## src/rtl/alu_pkg.sv

```systemverilog
// Shared constants for the iterative rotate unit: operand width, rotate-amount
// width and the FSM state encodings. Pure declarations, no logic, no latency.
// Imported by rotate_left_iter; has no flow control of its own.
package alu_pkg;

    // Operand / result width
    localparam int DATA_W = 32;

    // Only the low AMT_W bits of the rotate amount are meaningful (mod 32)
    localparam int AMT_W  = 5;

    // Width of the rotate-amount input port
    localparam int RNUM_W = 32;

    // FSM state encodings
    localparam logic [1:0] IDLE = 2'd0;
    localparam logic [1:0] RUN  = 2'd1;
    localparam logic [1:0] DONE = 2'd2;

    // State entered from IDLE on an accepted start: a zero amount needs no
    // rotate steps and finishes straight away.
    function automatic logic [1:0] load_state(input logic [AMT_W-1:0] amt);
        return (amt != '0) ? RUN : DONE;
    endfunction

endpackage : alu_pkg

```

## src/rtl/rotate_step1.sv

```systemverilog
// Single-bit rotate of a DATA_W word; left, or right when dir selection is built in (ROTATE_DIR_SEL_EN).
// Latency: purely combinational, zero cycles.
// Backpressure: none; output follows input continuously.
module rotate_step1 #(
    parameter int DATA_W = alu_pkg::DATA_W
) (
    input  logic [DATA_W-1:0] i_data,
`ifdef ROTATE_DIR_SEL_EN
    input  logic              i_dir,
`endif
    output logic [DATA_W-1:0] o_data
);

    // One-position rotate; MSB wraps to LSB for left, LSB wraps to MSB for right
    always_comb begin
        o_data = {i_data[DATA_W-2:0], i_data[DATA_W-1]};
`ifdef ROTATE_DIR_SEL_EN
        if (i_dir) begin
            o_data = {i_data[0], i_data[DATA_W-1:1]};
        end
`endif
    end

endmodule : rotate_step1

```

## src/rtl/rotate_left_iter.sv

```systemverilog
// Iterative rotate: one bit per clock, amount = r_num mod 32; optional direction port under ROTATE_DIR_SEL_EN.
// Latency: done is high in the cycle after edge k+n (n = r_num[4:0], start accepted at edge k).
// Backpressure: start is only honoured in IDLE; it is silently ignored while busy or in the done cycle.
module rotate_left_iter #(
    parameter int DATA_W = alu_pkg::DATA_W
) (
    input  logic                         clock,
    input  logic                         clear,
    input  logic                         start,
`ifdef ROTATE_DIR_SEL_EN
    input  logic                         dir,
`endif
    input  logic [DATA_W-1:0]            A,
    input  logic [alu_pkg::RNUM_W-1:0]   r_num,
    output logic                         busy,
    output logic                         done,
    output logic [DATA_W-1:0]            result
);

    import alu_pkg::*;

    logic [1:0]        r_state;
    logic [DATA_W-1:0] r_data;
    logic [AMT_W-1:0]  r_cnt;

    logic [AMT_W-1:0]  w_amt;
    logic              w_accept;
    logic              w_last;
    logic [DATA_W-1:0] w_step;

    // Amounts of 32 and above wrap, so the upper amount bits are dropped here
    assign w_amt    = r_num[AMT_W-1:0];
    assign w_accept = (r_state == IDLE) && start;
    assign w_last   = (r_cnt == AMT_W'(1));

    logic w_unused_rnum_hi;
    assign w_unused_rnum_hi = ^r_num[RNUM_W-1:AMT_W];

`ifdef ROTATE_DIR_SEL_EN
    logic r_dir;

    // Direction is captured with the operand so a mid-flight change has no effect
    always_ff @(posedge clock or posedge clear) begin
        if (clear) begin
            r_dir <= 1'b0;
        end else if (w_accept) begin
            r_dir <= dir;
        end
    end

    rotate_step1 #(
        .DATA_W (DATA_W)
    ) u_step (
        .i_data (r_data),
        .i_dir  (r_dir),
        .o_data (w_step)
    );
`else
    rotate_step1 #(
        .DATA_W (DATA_W)
    ) u_step (
        .i_data (r_data),
        .o_data (w_step)
    );
`endif

    // FSM: IDLE -> RUN (n!=0) or DONE (n==0); RUN -> DONE after the last step; DONE -> IDLE
    always_ff @(posedge clock or posedge clear) begin
        if (clear) begin
            r_state <= IDLE;
        end else begin
            case (r_state)
                IDLE: begin
                    if (start) begin
                        r_state <= load_state(w_amt);
                    end
                end
                RUN: begin
                    if (w_last) begin
                        r_state <= DONE;
                    end
                end
                DONE:    r_state <= IDLE;
                default: r_state <= IDLE;
            endcase
        end
    end

    // Data register: load operand on accept, rotate one bit per RUN cycle, hold otherwise
    always_ff @(posedge clock or posedge clear) begin
        if (clear) begin
            r_data <= '0;
        end else if (w_accept) begin
            r_data <= A;
        end else if (r_state == RUN) begin
            r_data <= w_step;
        end
    end

    // Remaining-step counter: load amount on accept, count down through RUN
    always_ff @(posedge clock or posedge clear) begin
        if (clear) begin
            r_cnt <= '0;
        end else if (w_accept) begin
            r_cnt <= w_amt;
        end else if (r_state == RUN) begin
            r_cnt <= r_cnt - AMT_W'(1);
        end
    end

    // Outputs are decoded from state or taken straight from the data register
    assign busy   = (r_state != IDLE);
    assign done   = (r_state == DONE);
    assign result = r_data;

endmodule : rotate_left_iter

```

## config.mk

```make
export PLATFORM = sky130hd
export DESIGN_NAME = rotate_left_iter
export DESIGN_NICKNAME = d
export VERILOG_FILES = /design/src/rtl/alu_pkg.sv /design/src/rtl/rotate_step1.sv /design/src/rtl/rotate_left_iter.sv
export SDC_FILE = /design/constraint.sdc
export NUM_CORES = 1
export LEC_CHECK = 0
export ABC_AREA = 1
export CAP_MARGIN = 20
export CORE_AREA = 3 3 83 85
export DETAILED_ROUTE_END_ITERATION = 12
export DIE_AREA = 0 0 86 88
export PLACE_DENSITY = 0.72
export SYNTH_ARGS = -nofsm -noshare
export SYNTH_HDL_FRONTEND = slang
export SYNTH_HIERARCHICAL = 1
export SYNTH_SLANG_ARGS = --single-unit
```

## constraint.sdc

```tcl
create_clock -name clock -period 1.1 [get_ports clock]
set_input_delay 0.165 -clock clock [delete_from_list [all_inputs] [get_ports clock]]
set_output_delay 0.165 -clock clock [all_outputs]
set_load 0.01 [all_outputs]
```

# Yosys cells after proc, flatten, opt, wreduce, memory -nomap -nowiden

Cells that the tools add are included.

Bits in registers: 39
Input port bits: 67
Output and inout bits: 34
Logic and storage cells: 23

Add/sub/neg operators: 1
Equal/unequal tests: 5
Mux-type cells: 8
Reduce and logical (&&, ||, !) cells: 6

Operators by type and width:

| operator                                                           | count |
|---|---|
| 32-bit 2-to-1 mux                                                  | 2 |
| 5-bit 2-to-1 mux                                                   | 2 |
| 2-bit 2-to-1 mux                                                   | 3 |
| 5-bit by 1-bit == test with 1-bit output, second input constant    | 1 |
| 5-bit nonzero test                                                 | 1 |
| 5-bit by 1-bit subtractor with 5-bit output, second input constant | 1 |
| 2-bit inequality test, second input constant                       | 2 |
| 2-bit one-hot mux with 2 select lines                              | 1 |
| 2-bit nonzero test                                                 | 2 |
| 2-bit by 1-bit == test with 1-bit output, second input constant    | 1 |
| 2-bit == test, second input constant                               | 1 |
| 2-bit logical NOT                                                  | 1 |
| 2-bit AND reduction                                                | 1 |
| 1-bit logical AND                                                  | 1 |

# Logic depth before layout (Yosys ltp)

Word-level depth: 4
Mapped depth: 8
Gate-level depth less buffers: 8

# By module

Netlist, hierarchy kept.

Modules (own cells, without submodules):

| module           | times used | cells each | area each (um^2) | sequential area each (um^2) |
|---|---|---|---|---|
| rotate_left_iter | 1          | 317        | 2,133.3          | 975.9 |
| rotate_step1     | 1          | 32         | 240.2            | 0.0 |

# Least setup slack after synthesis

No wires, ideal clock.

Kind: register to register
Start: register r_state[0]
End: register r_cnt[0]
Library setup time: 120 ps
Arrival: 1,032 ps
Data required time: 980 ps
Setup slack: -52 ps
Stages on the path, launching flop included: 6
Buffers on the path: 1
Clock period less this slack: 1,152 ps
Path through: dfrtp_1 -> nor2_2 -> nand2_2 -> buf_2 -> o21ai_0 -> nor2_1

Longest elaborated chain between the ends: 3
Elaborated cells between the ends (all ways): 5
Those cells by class: eq/ne: 1; mux: 1; reduce/logical: 3

RTL lines:

| what                                                   | RTL line                | RTL |
|---|---|---|
| start, declared                                        | rotate_left_iter.sv:22  | `logic [1:0] r_state;` |
| start signal, assigned                                 | rotate_left_iter.sv:75  | `r_state <= load_state(w_amt);` |
| 2-bit logical NOT                                      | rotate_left_iter.sv:33  | `assign w_accept = (r_state == IDLE) && start;` |
| 1-bit logical AND                                      | rotate_left_iter.sv:33  |  |
| 5-bit 2-to-1 mux or 2-bit nonzero test (tied branches) | --                      |  |
| end signal, assigned                                   | rotate_left_iter.sv:105 | `r_cnt <= w_amt;` |
| end signal, assigned                                   | rotate_left_iter.sv:107 | `r_cnt <= r_cnt - AMT_W'(1);` |
| end, declared                                          | rotate_left_iter.sv:24  | `logic [AMT_W-1:0] r_cnt;` |

Several ways; a longest one is shown, not always the timed one.
A chain may end at the register's enable or synchronous reset.

# Final worst setup path

Ends and elaborated chain as after synthesis.

==> flow_summary.toml <==
[clock_tree]
cts.reportedPaths.clkPinSlew_ps = 80
cts_hold_repair.buffers = 0
cts_root_buffer = "clkbuf_8"
clock_path_buffers = 2
h-tree-depth = 2
tritoncts_clock_tree = "done"
clock_insertion_delay_worst_skew_ps = 290
tritoncts_num_sinks = 39
cts_made_buffers = 5

[placement]
io_buffer_count = 73
detailedPlacementHpwl_um = 4318
gp_congestion = 0.7925
place_inst = 501

[timing]
max_slew_margin = 0.8470
post-route-period-util = 1.202
setup_tns_ps = -6891
hold_ws_ps = 205.9
timing_hold_violations_final = 0
final-setup-viol-count = 41
period_minus_slack_ps = 1323
rsz_0062_raised_after_global_routing = "true"
clock-skew-final_ps = 4.660
setup_ws_ps = -222.6
max_freq_mhz = 756.1
timing.final.max_slew_violations = 0
max_slew.worst_pin.slew_ps = 228.8

[floorplan]
initial_utilization = 0.3781
top_level_ports = 101
die_height_um = 88
core_area_mm2 = 0.006277
die_x_um = 86
dieArea_mm2 = 0.007568
placementRows = 29

[finish]
flow.area_growth_from_synthesis_pct = 41.70
fillCellCount = 625
final_util = 0.5358
non_filler_cells_final = 521
share_of_final_layout_standard_cells_stronger_than_drive_strength_1 = 0.2387
nNetsFinal = 512
insertedDiodeCount = 0

[drt]
wl_per_cell_um = 11.85
detail_route.iter0.violations = 106
dr.pass1.iters = 5
avgViaCountPerCell = 4.436
drcViolationCount = 0
total_routed_wirelength_um = 6173
postRouteAntennaNets = 0
via_count = 2311

[worst_setup_path]
worst-path-max-fanout = 19
worstSetupPathType = "flip-flop to flip-flop"
critPathRequiredTime_ps = 1280
worst_ep_arrival_time_ps = 1500
timing.critical_path.from_type = "flip-flop"
worst_setup_end_kind = "flip-flop"

[logic_synthesis]
ys_async_sr_fraction = 1.000
synth_top_cell_by_area = "dfrtp_1"
netlist_top_cells_count = "nand2_1 (145), inv_1 (62), dfrtp_1 (39)"
yosys_warnings = 6
synth_cells = 349
syn-mean-instance-area_um2 = 6.801
syn-cell-area_mm2 = 0.002374
synth.top_cells.by_area = "dfrtp_1 (41%), nand2_1 (23%), buf_4 (11%), inv_1 (9.8%), o21ai_0 (4.6%)"
synthesized_nets = 418
netlist-cell-type-count = 17
yosys.cell_count.top_type = "nand2_1"
synthFlopType = "dfrtp_1"
synthDominantCellAreaShare = 0.4112
synth_edf_count = 0
synth.yosys.seq_area_share = 0.4112
ys_seq_elements = 39

[global_route]
grt_first_pass_wirelength_um = 10470
grt_util_all_layers = 0.1734
grt_remaining_overflow = 0
antenna_found_initial = 0
grt_max_degree = 40
first_global_vias = 2295

[outcome]
violations = "setup timing"
outcome = "finished with violations"

[pwr]
p_per_area_mw_per_mm2 = 2832
power_uw = 9524
vdd.ir_drop.worst_uv = 1138
total_leakage_power_uw = 0.001905

[min_path]
hold_class = "input port to async pin"

[run]
drv.max_cap_violation_count = 0
## critical path, stage by stage (launching register included)
cell and delay, ps:
dfrtp_1 420, buf_6 140, buf_4 130, o21ai_4 200, buf_12 180, nand2_1 60
inv_1 50, nor2_1 30
## report_power, final
group          total [uW]  internal, uW  switching (uW)  leakage, uW
Combinational        5780          2860            2930      0.00138
Sequential           2650          2180             470     0.000476
Clock                1090           571             523    0.0000505
Total                9520          5600            3920      0.00190
## registers in the layout (all words and copies together), names as in the netlist
name and count:
result 32, r_cnt 5, r_state 2
## through the flow
step	cell area, um2	setup WS [ps]
after detailed placement	3273	-272.0
after CTS	3480	-200.8
final	3363	-222.6
after global routing	3363	-306.5
after floorplan	2376	-28.46
after global placement	3273	-252.3
## cell usage in the layout, fill, tap and decap left out, types with 7 or more instances in the layout
master,Yosys,final
nand2_1,145,144
inv_1,62,59
buf_4,34,52
clkdlybuf4s50_1,0,39
dfrtp_1,39,39
o21ai_0,22,22
nand3_1,19,17
buf_2,5,15
clkbuf_2,0,14
nor2_1,9,9
clkbuf_8,0,7
## logic make-up after synthesis
| logic type | synth area share |
|---|---|
| AOI/OAI and AO/OA | 0.05061 |
| DFF | 0.4112 |
| adders and majority gates | 0.01054 |
| buffers and inverters | 0.2330 |
| and+or+nand+nor | 0.2947 |
## worst paths after layout
kind,slack [ps],cells after the start,end,start
worst max register to register,-220,7,r_cnt[0]$_DFFE_PP0P_,r_state[0]$_DFFE_PP0P_
worst min-delay path,210,3,result[11]$_DFFE_PP0P_,clear
worst min register to register,540,2,result[24]$_DFFE_PP0P_,result[23]$_DFFE_PP0P_
worst max-delay path,-220,7,r_cnt[0]$_DFFE_PP0P_,r_state[0]$_DFFE_PP0P_
min in group clock,430,3,result[24]$_DFFE_PP0P_,A[24]
max in group asynchronous,690,3,r_cnt[2]$_DFFE_PP0P_,clear
## per-layer routing
| metal | vias up | wire [um] | track usage |
|---|---|---|---|
| met5 | - | 0 | 0 |
| met3 | 5 | 399 | 0.04986 |
| li1 | 1179 | - | - |
| met2 | 53 | 3143 | 0.3125 |
| met1 | 1074 | 2577 | 0.2037 |
| met4 | 0 | 53 | 0.04029 |
## repair_timing
item / in CTS / in global routing
setup endpoints to repair: 73 / 64
pin swaps: 1 / 1
gates cloned: 1 / 0
buffers inserted: 10 / 2
resized for setup: 95 / 26
## area by class of cell
class | instances | area [um2] | share of cell area
Clock inverter | 1 | 7.507 | 0.002232
Timing Repair Buffer | 131 | 1080 | 0.3211
Clock buffer | 7 | 96.34 | 0.02865
Multi-Input combinational cell | 203 | 868.3 | 0.2582
Tap cell | 77 | 96.34 | 0.02865
Sequential cell | 39 | 975.9 | 0.2902
Inverter | 63 | 239.0 | 0.07106
(Power assumes the default switching activity.)
==> RTL change, RTL diff (same settings) <==
Put a register stage on the outputs `busy` and `done`, with the module's reset. The values now appear one clock later. The other outputs are not delayed to match. Comments in the files are not updated.
--- a/src/rtl/rotate_left_iter.sv
+++ b/src/rtl/rotate_left_iter.sv
@@ -109,8 +109,15 @@
     end
 
     // Outputs are decoded from state or taken straight from the data register
-    assign busy   = (r_state != IDLE);
-    assign done   = (r_state == DONE);
+    always_ff @(posedge clock or posedge clear) begin
+        if (clear) begin
+            busy <= '0;
+            done <= '0;
+        end else begin
+            busy <= (r_state != IDLE);
+            done <= (r_state == DONE);
+        end
+    end
     assign result = r_data;
 
 endmodule : rotate_left_iter
Behaviour: not the same (Yosys sat finds a counterexample within 4 cycles, from zero or initial values).
==> RTL change against the unedited design <==
- hold slack gained 0.050 ns
- critical path type unchanged
- sequential power up 4%
- count of clock-buffer cells in the layout fell by 2
- via count is 0.69% higher
- sequential cell count increased by 2
- die area is the same
- synthesized area is 2.1% higher
- highest routed layer unchanged
- power increased by 4.5%
- setup slack better by 0.11 ns
- the run still ends with negative setup slack left
- routed wire length fell by 0.18%
- design area rose by 3.7%
==> RTL change: results (changes against the unedited design) <==
{| class="wikitable"
! Metric !! Value
|-
| CTS buffer count || 5 (unchanged)
|-
| Post-detail-place hpwl || 4.40 mm (was 4.32 mm)
|-
| 1st-iter DRT viols || 122 (was 106)
|-
| Mapped Avg Cell Area || 6.90 sq um (was 6.80 sq um)
|-
| Global-route wire length before repair || 10.4 mm (was 10.5 mm)
|-
| Detail Route met2 WL || 3.03 mm (was 3.14 mm)
|-
| Setup TNS || -2.70 ns (was -6.89 ns)
|-
| Capturing point of the worst reg2reg path || r_state[1] (was r_cnt[0])
|-
| Placed Cells || 498 (was 501)
|-
| Combinational group share of total power || 57.7% (was 60.7%)
|-
| Clock net power || 0.00146 W (was 0.00109 W)
|-
| Final #Nets || 514 (was 512)
|-
| Most frequent cells after synthesis || sky130_fd_sc_hd__nand2_1 (145), sky130_fd_sc_hd__inv_1 (62), sky130_fd_sc_hd__dfrtp_1 (41) (was sky130_fd_sc_hd__nand2_1 (145), sky130_fd_sc_hd__inv_1 (62), sky130_fd_sc_hd__dfrtp_1 (39))
|-
| Number of nets in the synthesized netlist || 420 (was 418)
|-
| Met2 layer usage reported by global route || 29.6% (was 31.3%)
|-
| Maximum number of pins on one net before global-route repair || 28 (was 40)
|-
| Largest delay contributor family on the critical path || flip-flops (was buffers and inverters)
|-
| Place WS || -0.278 ns (was -0.272 ns)
|-
| Slew at the pin with the worst max-slew slack || 0.220 ns (was 0.229 ns)
|-
| Total power || 0.00995 W (was 0.00952 W)
|-
| Finish-stage setup viols || 39 (was 41)
|-
| Fraction of layout instances using a drive strength above 1 || 25.6% (was 23.9%)
|-
| All-Layer GR Usage || 17.2% (was 17.3%)
|-
| R2R cell count || 6 (was 7)
|-
| Met3 Resource Use GR || 3.86% (was 4.99%)
|-
| Leakage power of the design || 1.95 nW (was 1.90 nW)
|-
| Internal power || 0.00598 W (was 0.00560 W)
|-
| Result of the run || finished with violations (unchanged)
|-
| Met1 Routed Length || 2.69 mm (was 2.58 mm)
|-
| Post-detailed-routing wire length || 6.16 mm (was 6.17 mm)
|-
| Hold Slack || 0.256 ns (was 0.206 ns)
|-
| Final weighted congestion in routability-driven placement || 0.794 (was 0.793)
|-
| Dpl cell area || 0.00330 sq mm (was 0.00327 sq mm)
|-
| Failing checks || negative setup slack (unchanged)
|-
| Final setup skew || 0.00789 ns (was 0.00466 ns)
|-
| Met1 GRT Util || 22.0% (was 20.4%)
|-
| Compound-Gate Fraction of Synth Area || 4.96% (was 5.06%)
|-
| Smallest setup slack after layout || -0.110 ns (was -0.223 ns)
|-
| Mean number of vias per cell || 4.45 (was 4.44)
|-
| Post-Synth Adder-Cell Area || 1.03% (was 1.05%)
|-
| Number of global-route vias before repair || 2264 (was 2295)
|}
## RTL change: changes by cell type in the layout (fill, tap and decap cells not counted), moves of 2 or more
cell                              before  now
sky130_fd_sc_hd__nand2_2               2   10
sky130_fd_sc_hd__buf_4                52   50
sky130_fd_sc_hd__nand2_1             144  135
sky130_fd_sc_hd__o21ai_1               1    6
sky130_fd_sc_hd__bufinv_16             0    2
sky130_fd_sc_hd__buf_6                 2    4
sky130_fd_sc_hd__clkdlybuf4s15_1       4    6
sky130_fd_sc_hd__o21ai_0              22   17
sky130_fd_sc_hd__clkbuf_2             14   12
sky130_fd_sc_hd__dfrtp_1              39   41
sky130_fd_sc_hd__clkbuf_8              7    5
## RTL change: cell type report
type                    count  area [sq um]
flip-flops and latches     41          1030
well taps                  77          96.3
clock inverters             3          65.1
fillers                   620          2790
inverters                  63           245
multi-input cells         203           896
clock buffers               5          68.8
repair buffers            131          1090
## RTL change: timing repair
action	in CTS	in global routing
setup endpoints to repair	72	59
pin swaps	1	5
setup buffers	14	3
gates resized for setup	100	37
